File: config.mk
export PLATFORM = sky130hd
export DESIGN_NAME = key_debounce_pulse
export DESIGN_NICKNAME = d
export VERILOG_FILES = /design/src/rtl/key_debounce_pulse_pkg.sv /design/src/rtl/key_debounce_one.sv /design/src/rtl/key_debounce_pulse.sv
export SDC_FILE = /design/constraint.sdc
export NUM_CORES = 1
export LEC_CHECK = 0
export CORE_ASPECT_RATIO = 0.8
export CORE_MARGIN = 5
export CORE_UTILIZATION = 30
export CTS_CLUSTER_DIAMETER = 60
export CTS_CLUSTER_SIZE = 20
export DETAILED_ROUTE_END_ITERATION = 10
export PLACE_DENSITY_LB_ADDON = 0.08
export SETUP_SLACK_MARGIN = 0.5
export SYNTH_ARGS = -nofsm -noshare
export SYNTH_HDL_FRONTEND = slang
export SYNTH_SLANG_ARGS = --single-unit
File: constraint.sdc
create_clock -name CLK -period 4.3 [get_ports CLK]
set_input_delay 0.86 -clock CLK [delete_from_list [all_inputs] [get_ports CLK]]
set_output_delay 0.86 -clock CLK [all_outputs]
set_load 0.01 [all_outputs]
File: src/rtl/key_debounce_pulse_pkg.sv
`default_nettype none
// ============================================================================
// Module   : key_debounce_pulse_pkg
// Brief    : Shared definitions for the push-button debounce stage: per-key
//            FSM state encoding and the debounce counter width helper.
// Revision : 1.0 - initial release
// ============================================================================
package key_debounce_pulse_pkg;

  // Per-key debounce FSM state, explicitly 2 bits wide.
  typedef logic [1:0] key_state_t;

  // Key released and stable.
  localparam key_state_t c_ST_UP      = 2'd0;
  // Press seen, waiting for it to stay stable long enough.
  localparam key_state_t c_ST_WAIT_DN = 2'd1;
  // Key pressed and stable.
  localparam key_state_t c_ST_DOWN    = 2'd2;
  // Release seen, waiting for it to stay stable long enough.
  localparam key_state_t c_ST_WAIT_UP = 2'd3;

  // Counter width that can hold 0 .. cycles-1; never narrower than one bit.
  function automatic int cnt_width(input int cycles);
    int w;
    w = $clog2(cycles);
    if (w < 1) begin
      w = 1;
    end
    return w;
  endfunction

endpackage : key_debounce_pulse_pkg
`default_nettype wire

File: src/rtl/key_debounce_one.sv
`default_nettype none
// ============================================================================
// Module   : key_debounce_one
// Brief    : Single-key conditioning: 2-flop synchroniser, polarity
//            normalisation, and a four-state debounce FSM with a stability
//            counter. Produces a registered one-cycle press pulse and a
//            registered debounced level (1 = pressed).
// Revision : 1.0 - initial release
// ============================================================================
module key_debounce_one
  import key_debounce_pulse_pkg::*;
#(
  parameter int DEBOUNCE_CYCLES = 1000000,
  parameter bit KEY_ACTIVE_LOW  = 1'b1
) (
  input  logic CLK,
  input  logic RSTn,
  input  logic key_raw,
  output logic key_pulse,
  output logic key_level
);

  localparam int               CNT_W      = cnt_width(DEBOUNCE_CYCLES);
  localparam logic [CNT_W-1:0] c_CNT_MAX  = CNT_W'(DEBOUNCE_CYCLES - 1);
  localparam logic [CNT_W-1:0] c_CNT_ZERO = '0;
  localparam logic [CNT_W-1:0] c_CNT_ONE  = CNT_W'(1);
  // Raw pin level when the key is not pressed; also the synchroniser preset
  // so that reset release never looks like an edge.
  localparam logic             c_RELEASED = KEY_ACTIVE_LOW;

  logic             r_sync1;
  logic             r_sync2;
  logic             w_pressed;

  key_state_t       r_state;
  key_state_t       w_state_nxt;
  logic [CNT_W-1:0] r_cnt;
  logic [CNT_W-1:0] w_cnt_nxt;

  logic             w_pulse_nxt;
  logic             w_level_nxt;
  logic             r_pulse;
  logic             r_level;

  // Two-flop synchroniser for the asynchronous, bouncing key pin.
  always_ff @(posedge CLK or negedge RSTn) begin
    if (!RSTn) begin
      r_sync1 <= c_RELEASED;
      r_sync2 <= c_RELEASED;
    end else begin
      r_sync1 <= key_raw;
      r_sync2 <= r_sync1;
    end
  end

  // Normalise polarity: 1 means the key is currently pressed.
  assign w_pressed = r_sync2 ^ c_RELEASED;

  // State register, stability counter and registered outputs.
  always_ff @(posedge CLK or negedge RSTn) begin
    if (!RSTn) begin
      r_state <= c_ST_UP;
      r_cnt   <= c_CNT_ZERO;
      r_pulse <= 1'b0;
      r_level <= 1'b0;
    end else begin
      r_state <= w_state_nxt;
      r_cnt   <= w_cnt_nxt;
      r_pulse <= w_pulse_nxt;
      r_level <= w_level_nxt;
    end
  end

  // Next-state logic; the counter restarts from zero on every state entry
  // and saturates at the acceptance point, so it can never wrap.
  always_comb begin
    w_state_nxt = r_state;
    w_cnt_nxt   = c_CNT_ZERO;
    case (r_state)
      c_ST_UP: begin
        if (w_pressed) begin
          w_state_nxt = c_ST_WAIT_DN;
        end
      end
      c_ST_WAIT_DN: begin
        if (!w_pressed) begin
          // Bounce: fall back without accepting the press.
          w_state_nxt = c_ST_UP;
        end else if (r_cnt == c_CNT_MAX) begin
          w_state_nxt = c_ST_DOWN;
        end else begin
          w_cnt_nxt = r_cnt + c_CNT_ONE;
        end
      end
      c_ST_DOWN: begin
        if (!w_pressed) begin
          w_state_nxt = c_ST_WAIT_UP;
        end
      end
      c_ST_WAIT_UP: begin
        if (w_pressed) begin
          // Release bounce: stay pressed, no fresh pulse.
          w_state_nxt = c_ST_DOWN;
        end else if (r_cnt == c_CNT_MAX) begin
          w_state_nxt = c_ST_UP;
        end else begin
          w_cnt_nxt = r_cnt + c_CNT_ONE;
        end
      end
      default: begin
        w_state_nxt = c_ST_UP;
      end
    endcase
  end

  // Output decode from the upcoming state so outputs change on the
  // acceptance edge itself; only a WAIT_DN -> DOWN transition pulses.
  always_comb begin
    w_pulse_nxt = (r_state == c_ST_WAIT_DN) && (w_state_nxt == c_ST_DOWN);
    w_level_nxt = (w_state_nxt == c_ST_DOWN) || (w_state_nxt == c_ST_WAIT_UP);
  end

  assign key_pulse = r_pulse;
  assign key_level = r_level;

endmodule : key_debounce_one
`default_nettype wire

File: src/rtl/key_debounce_pulse.sv
`default_nettype none
// ============================================================================
// Module   : key_debounce_pulse
// Brief    : Push-button front end. Synchronises and debounces NKEYS keys
//            independently, emitting a one-cycle press pulse per key (for the
//            key-toggle stage) and the debounced key level (1 = pressed).
//            Simultaneous pulses are passed through unprioritised.
// Revision : 1.0 - initial release
// ============================================================================
module key_debounce_pulse
  import key_debounce_pulse_pkg::*;
#(
  parameter int NKEYS           = 5,
  parameter int DEBOUNCE_CYCLES = 1000000,
  parameter bit KEY_ACTIVE_LOW  = 1'b1
) (
  input  logic             CLK,
  input  logic             RSTn,
  input  logic [NKEYS-1:0] Key_In,
  output logic [NKEYS-1:0] Key_Pulse,
  output logic [NKEYS-1:0] Key_Level
);

  // One fully independent conditioning channel per key.
  for (genvar i = 0; i < NKEYS; i++) begin : g_key
    key_debounce_one #(
      .DEBOUNCE_CYCLES (DEBOUNCE_CYCLES),
      .KEY_ACTIVE_LOW  (KEY_ACTIVE_LOW)
    ) u_key (
      .CLK       (CLK),
      .RSTn      (RSTn),
      .key_raw   (Key_In[i]),
      .key_pulse (Key_Pulse[i]),
      .key_level (Key_Level[i])
    );
  end

endmodule : key_debounce_pulse
`default_nettype wire

==> out/metrics.cfg, run 1 <==
[cells_and_area]
drive_gt1_share_pct=8.082
multiInputGateArea_um2=2635
diodes=0
fin_nets=630
fin_util_pct=35.57
postLayoutCellArea_um2=7084
regArea_um2=3266
n_fill_cell=2029
syn_to_final_growth_pct=15.79

[die]
die_h_um=137.7
io-pin-count=17
die_width_um=169.7
die_area_um2=23370
fp-row-count=46
core_um2=19910
start_util_pct=30.72

[timing]
finalWorstPathRequiredPeriod_ns=2.322
layout_setup_ws_ns=1.978
tns_ns=0
hold_slack_ns=0.3547
fin_skew_ns=0.007501
final_max_slew_viol_count=0
worst_pin_slew_ns=0.6909
clock.fmax_mhz=430.7
setup_violations=0
report.final.hold_viol_count=0
grt_setup_unrepaired=false
period_share_pct=53.99
max_slew_margin_pct=53.94

[routing]
vias=4319
via_per_inst=4.826
drt_wl_total_mm=12.10
drt-initial-drc-count=219
route.detailed.drc=0
firstDrtPassIters=6
wl_per_cell_um=13.52
ant_nets=0

[logic_synthesis]
syn_avg_cell_area_um2=10.10
yosysUniqueCellTypes=39
synth_edf_count=0
synth-seq-cells=130
synthCells=606
synth_area_leader_cell=dfrtp_1
synth_most_common_cell=dfrtp_1
synth_area_leaders=dfrtp_1, xnor2_1, nor2_1
syn_nets=618
syn_area_um2=6118
synth_warnings=0
synth_top_area_share_pct=49.08
synth-async-reset-ratio_pct=100.0
synth_ff_type=dfrtp_1
synth_seq_area_share_pct=53.37
synthTopCellsByCount=dfrtp_1, nor2_1, nand3_1

[placed_design]
dp_hpwl_mm=8.180
place.gp.congestion=0.7571
placed_area_um2=6482
preCtsSetupSlack_ns=1.989
port_buffers=16

[clock_network]
clk_pin_slew_ns=0.06
cts_tree=yes
htree_levels=4
cts_hold_buf=0
cts_setup_buffers=0
cts.path.max_buffers=2
ctsResizeCount=0
cts_root_buffer=clkbuf_16
cts.sinks=130
insertion_delay_ns=0.41
cts_buffers=17

[setup_path]
cp_max_fo=19
cp_top_family=simple AND/OR/NAND/NOR gates
cp_data_required_time_ns=4.56
cpMaxStageDelayCell=a21o_1
critPathMaxStageDelay_ns=0.62
path_cells=or4_1 -> nor4_1 -> a21o_1 -> nor2_1
startpoint_type=register
worstSetupPathType=register to register
path_buf_inv=0
crit_arrival_ns=2.58
crit_path_end_kind=register

[pwr]
peakVddDrop_uv=201.0
power.density_nw_per_um2=392.1
p_leak_uw=0.002836

[grt]
grt_remaining_overflow=0
grt_max_degree=76
antenna_found_initial=0
grt_pass1_wl_mm=21.24
grt_pass1_vias=4281
grt_usage_pct=11.23

[run_status]
status=finished clean

[hold_path]
min_path_type=register to register

[flow_run]
drv_cap=0

-- per-layer routing --
metal  track usage (%)  wire, µm
met4             3.755       132
met3             2.955       279
met5                 0         0
met1             15.14      6122
met2             17.63      5567
-- area by class of cell --
| cell class | count | area share, % |
|---|---|---|
| inverter | 20 | 1.060 |
| clock inverter | 14 | 2.296 |
| sequential | 130 | 46.10 |
| timing repair buffer | 18 | 2.490 |
| clock buffer | 18 | 6.199 |
| tap | 264 | 4.663 |
| multi-input combinational | 431 | 37.20 |
-- worst register-to-register path, stage by stage (launching register included) --
cell,delay (ns)
dfrtp_1,0.42
or4_1,0.53
nor4_1,0.47
a21o_1,0.62
nor2_1,0.13
-- power breakdown --
part / switching [µW] / internal [µW] / total, µW
combinational: 45.1 / 14.5 / 59.6
clock: 545 / 923 / 1470
sequential: 10.0 / 1240 / 1250
total: 600 / 2180 / 2780
-- sequential cells by signal, indices dropped and copies added (netlist names) --
signal / cells
g_key.u_key.key_level: 5
g_key.u_key.r_sync2: 5
g_key.u_key.key_pulse: 5
g_key.u_key.r_state: 10
g_key.u_key.r_cnt: 100
g_key.u_key.r_sync1: 5
-- placed cells by master (no fill, tap or decap), types with 13 or more instances in the layout --
master	instances
or4_1	18
nor2_1	81
or3_1	17
nand3_1	40
inv_1	20
clkbuf_16	17
a21oi_1	28
xor2_1	27
nor3_1	14
nand4_1	24
clkdlybuf4s50_1	15
xnor2_1	39
and4_1	13
o21ai_0	17
nor4_1	14
nand2_1	33
dfrtp_1	120
-- worst paths after layout --
check / end / startpoint / cells past startpoint / slack (ns)
worst min-delay path: g_key[2].u_key.r_sync2 / g_key[2].u_key.r_sync1 / 0 / 0.35
worst max register to register: g_key[1].u_key.r_cnt[5] / g_key[1].u_key.r_cnt[6] / 4 / 1.98
worst min register to register: g_key[2].u_key.r_sync2 / g_key[2].u_key.r_sync1 / 0 / 0.35
min in group asynchronous: g_key[1].u_key.r_cnt[2] / RSTn / 1 / 0.45
max in group asynchronous: g_key[0].u_key.r_sync1 / RSTn / 2 / 2.95
worst max-delay path: g_key[1].u_key.r_cnt[5] / g_key[1].u_key.r_cnt[6] / 4 / 1.98
-- stage by stage --
step                instances  total power (µW)
floorplan                 606              1294
global placement          863              1334
detailed placement        863              1335
CTS                       895              2833
global route              895              2897
finish                    895              2778
-- cells by family (layout without fill, tap and decap cells) --
family	count (synthesis)	count (layout)	synth area share, %
fa+ha+maj	5	5	1.022
compound gates	63	63	5.931
xor+xnor	66	66	9.448
mux	10	10	1.636
flops	130	130	53.37
simple gates	287	287	25.03
buf+inv	45	70	3.558
Power figures use the tool's default switching activity.
==> run 2: changes to the inputs <==
- clock period: 4.3 -> 2 ns (I/O delays scaled with it)
==> run 2 against run 1 <==
First-iteration DRC count is 28% higher. Worst setup slack worse by 1.8 ns. Hold slack better by 0.00077 ns. Clock power is 130% higher. Non-clock buffer count rose by 113. Register-to-register slack worse by 1.8 ns. Utilization grew 10 points. Die area unchanged. Fmax increased by 29%. Critical path depth is the same. Clock skew is essentially flat. Clock-buffer cell count rose by 1. Critical path type unchanged.
==> out/metrics.cfg, run 2 (synthesis results as in run 1) <==
[cells_and_area]
fin_util_pct=46.02  ; +10 points
fin_nets=743  ; +18%
diodes=0  ; unchanged
largest_reg_flops=100  ; unchanged
n_fill_cell=1859  ; -8.4%
drive_gt1_share_pct=45.56  ; +37 points
multiInputGateArea_um2=3480  ; +32%
syn_to_final_growth_pct=49.80
stdcell_count=1008  ; +13%
mostFrequentLayoutCells=dfrtp_1, buf_4, nor2_2
regArea_um2=3289  ; +0.73%
final_common_cell=dfrtp_1
regMostFlops=g_key.u_key.r_cnt
reg_top3=g_key.u_key.r_cnt (100), g_key.u_key.r_state (10)

[pwr]
p_leak_uw=0.003608  ; +27%
power_uw=6413  ; +130%
power.density_nw_per_um2=699.8  ; +78%
peakVddDrop_uv=341.7  ; +70%

[clock_network]
cts_tree=yes
insertion_delay_ns=0.42  ; about the same
cts_root_buffer=clkbuf_16
cts_buffers=17  ; unchanged
clk_pin_slew_ns=0.06  ; about the same
htree_levels=4  ; unchanged
cts.sinks=130  ; unchanged
cts.path.max_buffers=2  ; unchanged

[timing]
tns_ns=0  ; unchanged
max_slew_margin_pct=69.47  ; +16 points
fin_skew_ns=0.007971  ; +0.0004694 ns
period_share_pct=90.27  ; +36 points
clock.fmax_mhz=553.9  ; +29%
report.final.hold_viol_count=0  ; unchanged
setup_violations=0  ; unchanged
finalWorstPathRequiredPeriod_ns=1.805  ; -0.5163 ns
grt_setup_unrepaired=true
final_max_slew_viol_count=0  ; unchanged
worst_pin_slew_ns=0.4579  ; -0.2329 ns

[run_status]
status=finished clean

[setup_path]
startpoint=g_key[1].u_key.r_cnt[11]
critPathMostFrequentCell=or4_4
worstSetupPathType=register to register
startpoint_type=register
critPathMaxStageDelay_ns=0.57  ; -0.05 ns
path_buf_inv=0  ; unchanged
cp_top_family=simple AND/OR/NAND/NOR gates
cp_data_required_time_ns=2.35  ; -2.21 ns
cp_max_fo=4  ; -15
crit_arrival_ns=2.15  ; -0.43 ns
cpMaxStageDelayCell=or4_4
crit_path_end_kind=register
path_cells=nand3_2 -> or4_4 -> or4_4 -> a21oi_2
timing.rr.start=g_key[1].u_key.r_cnt[11]

[routing]
vias=4958  ; +15%
ant_nets=0  ; unchanged
wl_per_cell_um=14.76  ; +9.2%
drt_wl_total_mm=14.88  ; +23%
via_per_inst=4.919  ; +1.9%
firstDrtPassIters=4  ; -2
drt-initial-drc-count=280  ; +28%
route.detailed.drc=0  ; unchanged

[die]
die_h_um=137.7  ; unchanged
core_um2=19910  ; unchanged
die_area_um2=23370  ; unchanged
start_util_pct=30.72  ; unchanged
fp-row-count=46  ; unchanged
die_width_um=169.7  ; unchanged
io-pin-count=17  ; unchanged

[flow_run]
drv_cap=0  ; unchanged

[grt]
grt_usage_pct=13.15  ; +1.9 points
antenna_found_initial=0  ; unchanged
grt_remaining_overflow=0  ; unchanged
grt_pass1_wl_mm=24.76  ; +17%
grt_pass1_vias=4896  ; +14%
grt_max_degree=46  ; -39%

[hold_path]
min_path_type=register to register
min-delay-start=g_key[4].u_key.r_sync1

[placed_design]
dp_hpwl_mm=8.633  ; +5.5%
place.gp.congestion=0.7640  ; +0.91%
port_buffers=16  ; unchanged
placed_cells=888  ; +2.9%

-- run 2: cell types whose count changed in the layout (fill, tap and decap cells not counted), moves of 21 or more --
cell	previous run	this run
nor2_1	81	15
nor2_2	0	39
nor2_4	0	27
a21oi_1	28	0
buf_4	2	78
a21oi_2	1	28
buf_6	1	22
-- run 2: layout make-up --
type	instances	share of cell area (%)
Multi-Input combinational cell	431	37.97
Sequential cell	130	35.89
Timing Repair Buffer	131	14.61
Clock buffer	19	4.833
Inverter	20	0.8191
Clock inverter	13	2.280
Tap cell	264	3.604
-- run 2: power breakdown --
| group | internal [µW] | switching, µW | total, µW |
|---|---|---|---|
| Clock | 2240 | 1180 | 3420 |
| Combinational | 138 | 163 | 301 |
| Sequential | 2670 | 24.4 | 2690 |
| Total | 5050 | 1370 | 6410 |
-- run 2: stage by stage --
step	instance area, µm²	worst slack, ns	hold slack, ns
CTS	8596	0.1686	0.3576
detailed placement	6833	0.07476	0.3490
global placement	6833	0.1117	0.3467
floorplan	6322	0.1400	0.1044
global route	9165	0.1267	0.3575
finish	9165	0.1946	0.3554
-- run 2: worst reg2reg max path, cell delays in order, from the launching register on --
cell and delay [ns]:
dfrtp_1 0.38, nand3_2 0.11, or4_4 0.57, or4_4 0.53, a21oi_2 0.14
-- run 2: final timing paths --
path,endpoint,slack (ns),cells past startpoint
worst min register to register,g_key[4].u_key.r_sync2,0.36,0
worst max register to register,g_key[1].u_key.r_cnt[18],0.19,4
min in group asynchronous,g_key[4].u_key.r_state[0],0.49,2
max in group asynchronous,g_key[0].u_key.r_sync2,0.81,3
worst min-delay path,g_key[4].u_key.r_sync2,0.36,0
worst max-delay path,g_key[1].u_key.r_cnt[18],0.19,4
-- run 2: timing repair --
item,in CTS,in global routing
resized for setup,135,111
setup buffers,64,15
cloned,6,2
pin swaps,43,36
endpoints found under the setup margin,126,123
hold buffers,1,0
endpoints found under the hold margin,35,0
-- run 2: layer usage --
layer  GRT usage, %  vias to the layer above  part of all wire, %
li1               -                     2408                    -
met1          18.75                     2471                   50
met2          20.01                       64                   46
met3          3.356                       15                  3.2
met4          3.353                        0                  1.2
met5              0                        -                    0
==> run 3: changes to the inputs <==
- CORE_UTILIZATION: 30 -> 55
- SYNTH_HIERARCHICAL: unset -> 1
==> run 3 against run 2 <==
The run now ends with negative setup slack left. Clock skew hardly changed. Sequential cell count fell by 1. Clock-buffer cell count increased by 2. Die area is 44% lower. Hold slack about the same. Combinational power down 11%. Critical path type unchanged.
==> out/metrics.cfg, run 3 <==
[routing]
ant_nets=0  ; unchanged
wl_per_cell_um=17.24  ; +17%
firstDrtPassIters=5  ; +1
route.detailed.drc=0  ; unchanged
vias=5008  ; +1.0%
via_per_inst=5.717  ; +16%
drt_wl_total_mm=15.11  ; +1.5%
drt-initial-drc-count=394  ; +41%

[cells_and_area]
reg_top3=g_key.u_key/r_cnt (100), g_key.u_key/r_state (9)
n_fill_cell=663  ; -64%
diodes=0  ; unchanged
drive_gt1_share_pct=36.75  ; -8.8 points
largest_reg_flops=100  ; unchanged
final_common_cell=dfrtp_1
syn_to_final_growth_pct=40.97
mostFrequentLayoutCells=dfrtp_1, buf_4, xnor2_1
regMostFlops=g_key.u_key/r_cnt
fin_nets=731  ; -1.6%

[timing]
setup_violations=96  ; +96
hold_slack_ns=0.3551  ; -0.0003330 ns
finalWorstPathRequiredPeriod_ns=2.228  ; +0.4222 ns
max_slew_margin_pct=67.98  ; -1.5 points
layout_setup_ws_ns=-0.2277  ; -0.4222 ns
clock.fmax_mhz=448.9  ; -19%
worst_pin_slew_ns=0.4803  ; +0.02237 ns
report.final.hold_viol_count=0  ; unchanged
tns_ns=-14.38  ; -14.38 ns
period_share_pct=111.4  ; +21 points
grt_setup_unrepaired=true
fin_skew_ns=0.007745  ; -0.0002257 ns
final_max_slew_viol_count=0  ; unchanged

[hold_path]
min_path_type=register to register

[setup_path]
timing.rr.start=g_key[0].u_key/r_cnt[8]
rr_endpoint=g_key[0].u_key/r_state[0]
crit_path_end_kind=register
rr_worst_depth=4  ; unchanged
startpoint_type=register
cpMaxStageDelayCell=or4_4
critPathMaxStageDelay_ns=0.56  ; about the same
path_cells=or4_1 -> or4_4 -> or4_4 -> and2_1
cp_top_family=simple AND/OR/NAND/NOR gates
cp_data_required_time_ns=2.30  ; -0.05 ns
endpoint=g_key[0].u_key/r_state[0]
r2r_slack_ns=-0.23  ; -0.42 ns
critPathMostFrequentCell=or4_4
startpoint=g_key[0].u_key/r_cnt[8]
crit_arrival_ns=2.53  ; +0.38 ns
path_buf_inv=0  ; unchanged
worstSetupPathType=register to register
cp_max_fo=4  ; unchanged
cp.depth=4  ; unchanged

[logic_synthesis]
syn_avg_cell_area_um2=10.03  ; -0.67%
synth_fa_ha_area_share_pct=1.041  ; +0.019 points
yosysUniqueCellTypes=32  ; -18%
synth_compound_area_share_pct=6.457  ; +0.53 points
synth_xor_area_share_pct=9.477  ; +0.029 points
synth_area_leaders=dfrtp_1, xnor2_1, nor2_1
synth_top_family_by_area=simple AND/OR/NAND/NOR gates
synth_most_common_cell=dfrtp_1
synthSimpleGateAreaFrac_pct=24.24  ; -0.79 points
syn_nets=611  ; -1.1%
synth_top_area_share_pct=49.57  ; +0.49 points
synth_edf_count=0  ; unchanged
muxShareOfSynthArea_pct=1.500  ; -0.14 points
synth_ff_type=dfrtp_1
synth_seq_area_share_pct=53.95  ; +0.57 points
synth-async-reset-ratio_pct=100.0  ; unchanged
synth_warnings=6  ; +6
syn_area_um2=6007  ; -1.8%
synth_area_leader_cell=dfrtp_1
synthTopCellsByCount=dfrtp_1, nor2_1, xnor2_1
synth-seq-cells=129  ; -0.77%
synthCells=599  ; -1.2%

[clock_network]
cts_tree=yes
cts.sinks=129  ; -0.77%
cts.path.max_buffers=2  ; unchanged
clk_pin_slew_ns=0.06  ; about the same
htree_levels=4  ; unchanged
cts_root_buffer=clkbuf_16
insertion_delay_ns=0.41  ; about the same
cts_buffers=17  ; unchanged

[grt]
grt_remaining_overflow=0  ; unchanged
grt_usage_pct=22.45  ; +9.3 points
grt_max_degree=37  ; -20%
grt_pass1_wl_mm=23.62  ; -4.6%
antenna_found_initial=0  ; unchanged
grt_pass1_vias=4900  ; +0.082%

[run_status]
violations=negative setup slack
status=complete, but fails checks

[flow_run]
drv_cap=0  ; unchanged

[placed_design]
place.gp.congestion=0.8599  ; +13%
dp_hpwl_mm=8.142  ; -5.7%
port_buffers=16  ; unchanged

[die]
die_h_um=103.5  ; -25%
core_um2=10760  ; -46%
start_util_pct=55.81  ; +25 points
die_width_um=126.8  ; -25%
die_area_um2=13130  ; -44%
io-pin-count=17  ; unchanged
fp-row-count=34  ; -26%

[pwr]
power.density_nw_per_um2=700.1  ; about the same
p_leak_uw=0.003326  ; -7.8%
peakVddDrop_uv=563.5  ; +65%

-- run 3: changes by cell type after synthesis, sizes merged, moves of 7 or more --
cell and change:
or4 +17, buf -14, inv +14, xor2 -14, xnor2 +13, and4 -12, nand3 -10, o31ai +10
and3 -9, clkbuf +8, o21ai -7
-- run 3: how the worst min path moves through the flow --
stage                               end  slack (ns)  cells after the start                    from
2_1_floorplan  g_key[0].u_key/key_level        0.10                      0                    RSTn
3_3_place_gp     g_key[1].u_key/r_sync2        0.35                      0  g_key[1].u_key/r_sync1
3_5_place_dp     g_key[0].u_key/r_sync2        0.35                      0  g_key[0].u_key/r_sync1
4_1_cts          g_key[0].u_key/r_sync2        0.36                      0  g_key[0].u_key/r_sync1
5_1_grt          g_key[1].u_key/r_sync2        0.36                      0  g_key[1].u_key/r_sync1
6_report         g_key[4].u_key/r_sync2        0.36                      0  g_key[4].u_key/r_sync1
-- run 3: logic make-up after synthesis --
group	Yosys count
flip-flops	129
AO/OA/AOI/OAI	65
adder cells (fa/ha/maj)	5
buffers and inverters	53
XOR/XNOR	65
multiplexers	9
AND/OR/NAND/NOR	273
-- run 3: final cells by class --
class / instances / area (µm²) / area share (%)
multi-input combinational: 417 / 3222 / 38.05
clock buffer: 21 / 460.4 / 5.437
sequential: 129 / 3251 / 38.39
inverter: 34 / 127.6 / 1.507
tap: 144 / 180.2 / 2.128
clock inverter: 11 / 112.6 / 1.330
timing repair buffer: 120 / 1115 / 13.16
-- run 3: through the flow --
step           total power [µW]  cells  utilization, %  setup slack (ns)  cell area, µm²
2_1_floorplan              2766    599               -           -0.1657            6103
3_3_place_gp               2870    791           62.89           -0.2081            6769
3_5_place_dp               2876    791           62.89           -0.2810            6769
4_1_cts                    5923    856           73.62           -0.1983            7924
5_1_grt                    6146    876           78.68           -0.2824            8468
6_report                   5929    876           78.68           -0.2277            8468
-- run 3: power breakdown --
part / leakage, µW / switching (µW) / internal [µW] / total [µW]
logic: 0.00131 / 155 / 112 / 267
clock network: 0.000278 / 1110 / 1880 / 2990
registers: 0.00174 / 23.4 / 2650 / 2670
-- run 3: layer usage --
| metal | vias to the layer above | track usage, % | routed length [µm] |
|---|---|---|---|
| li1 | 2371 | - | - |
| met1 | 2502 | 30.83 | 6751 |
| met2 | 111 | 35.77 | 7585 |
| met3 | 24 | 5.852 | 563 |
| met4 | 0 | 6.595 | 204 |
| met5 | - | 0 | 0 |
-- run 3: repair_timing --
item | in CTS | in global routing
hold buffers | 1 | 0
gates cloned | 4 | 3
setup buffers | 28 | 17
gates resized for setup | 86 | 113
hold endpoints to repair | 29 | 0
setup endpoints to repair | 129 | 122
pin swaps | 18 | 44
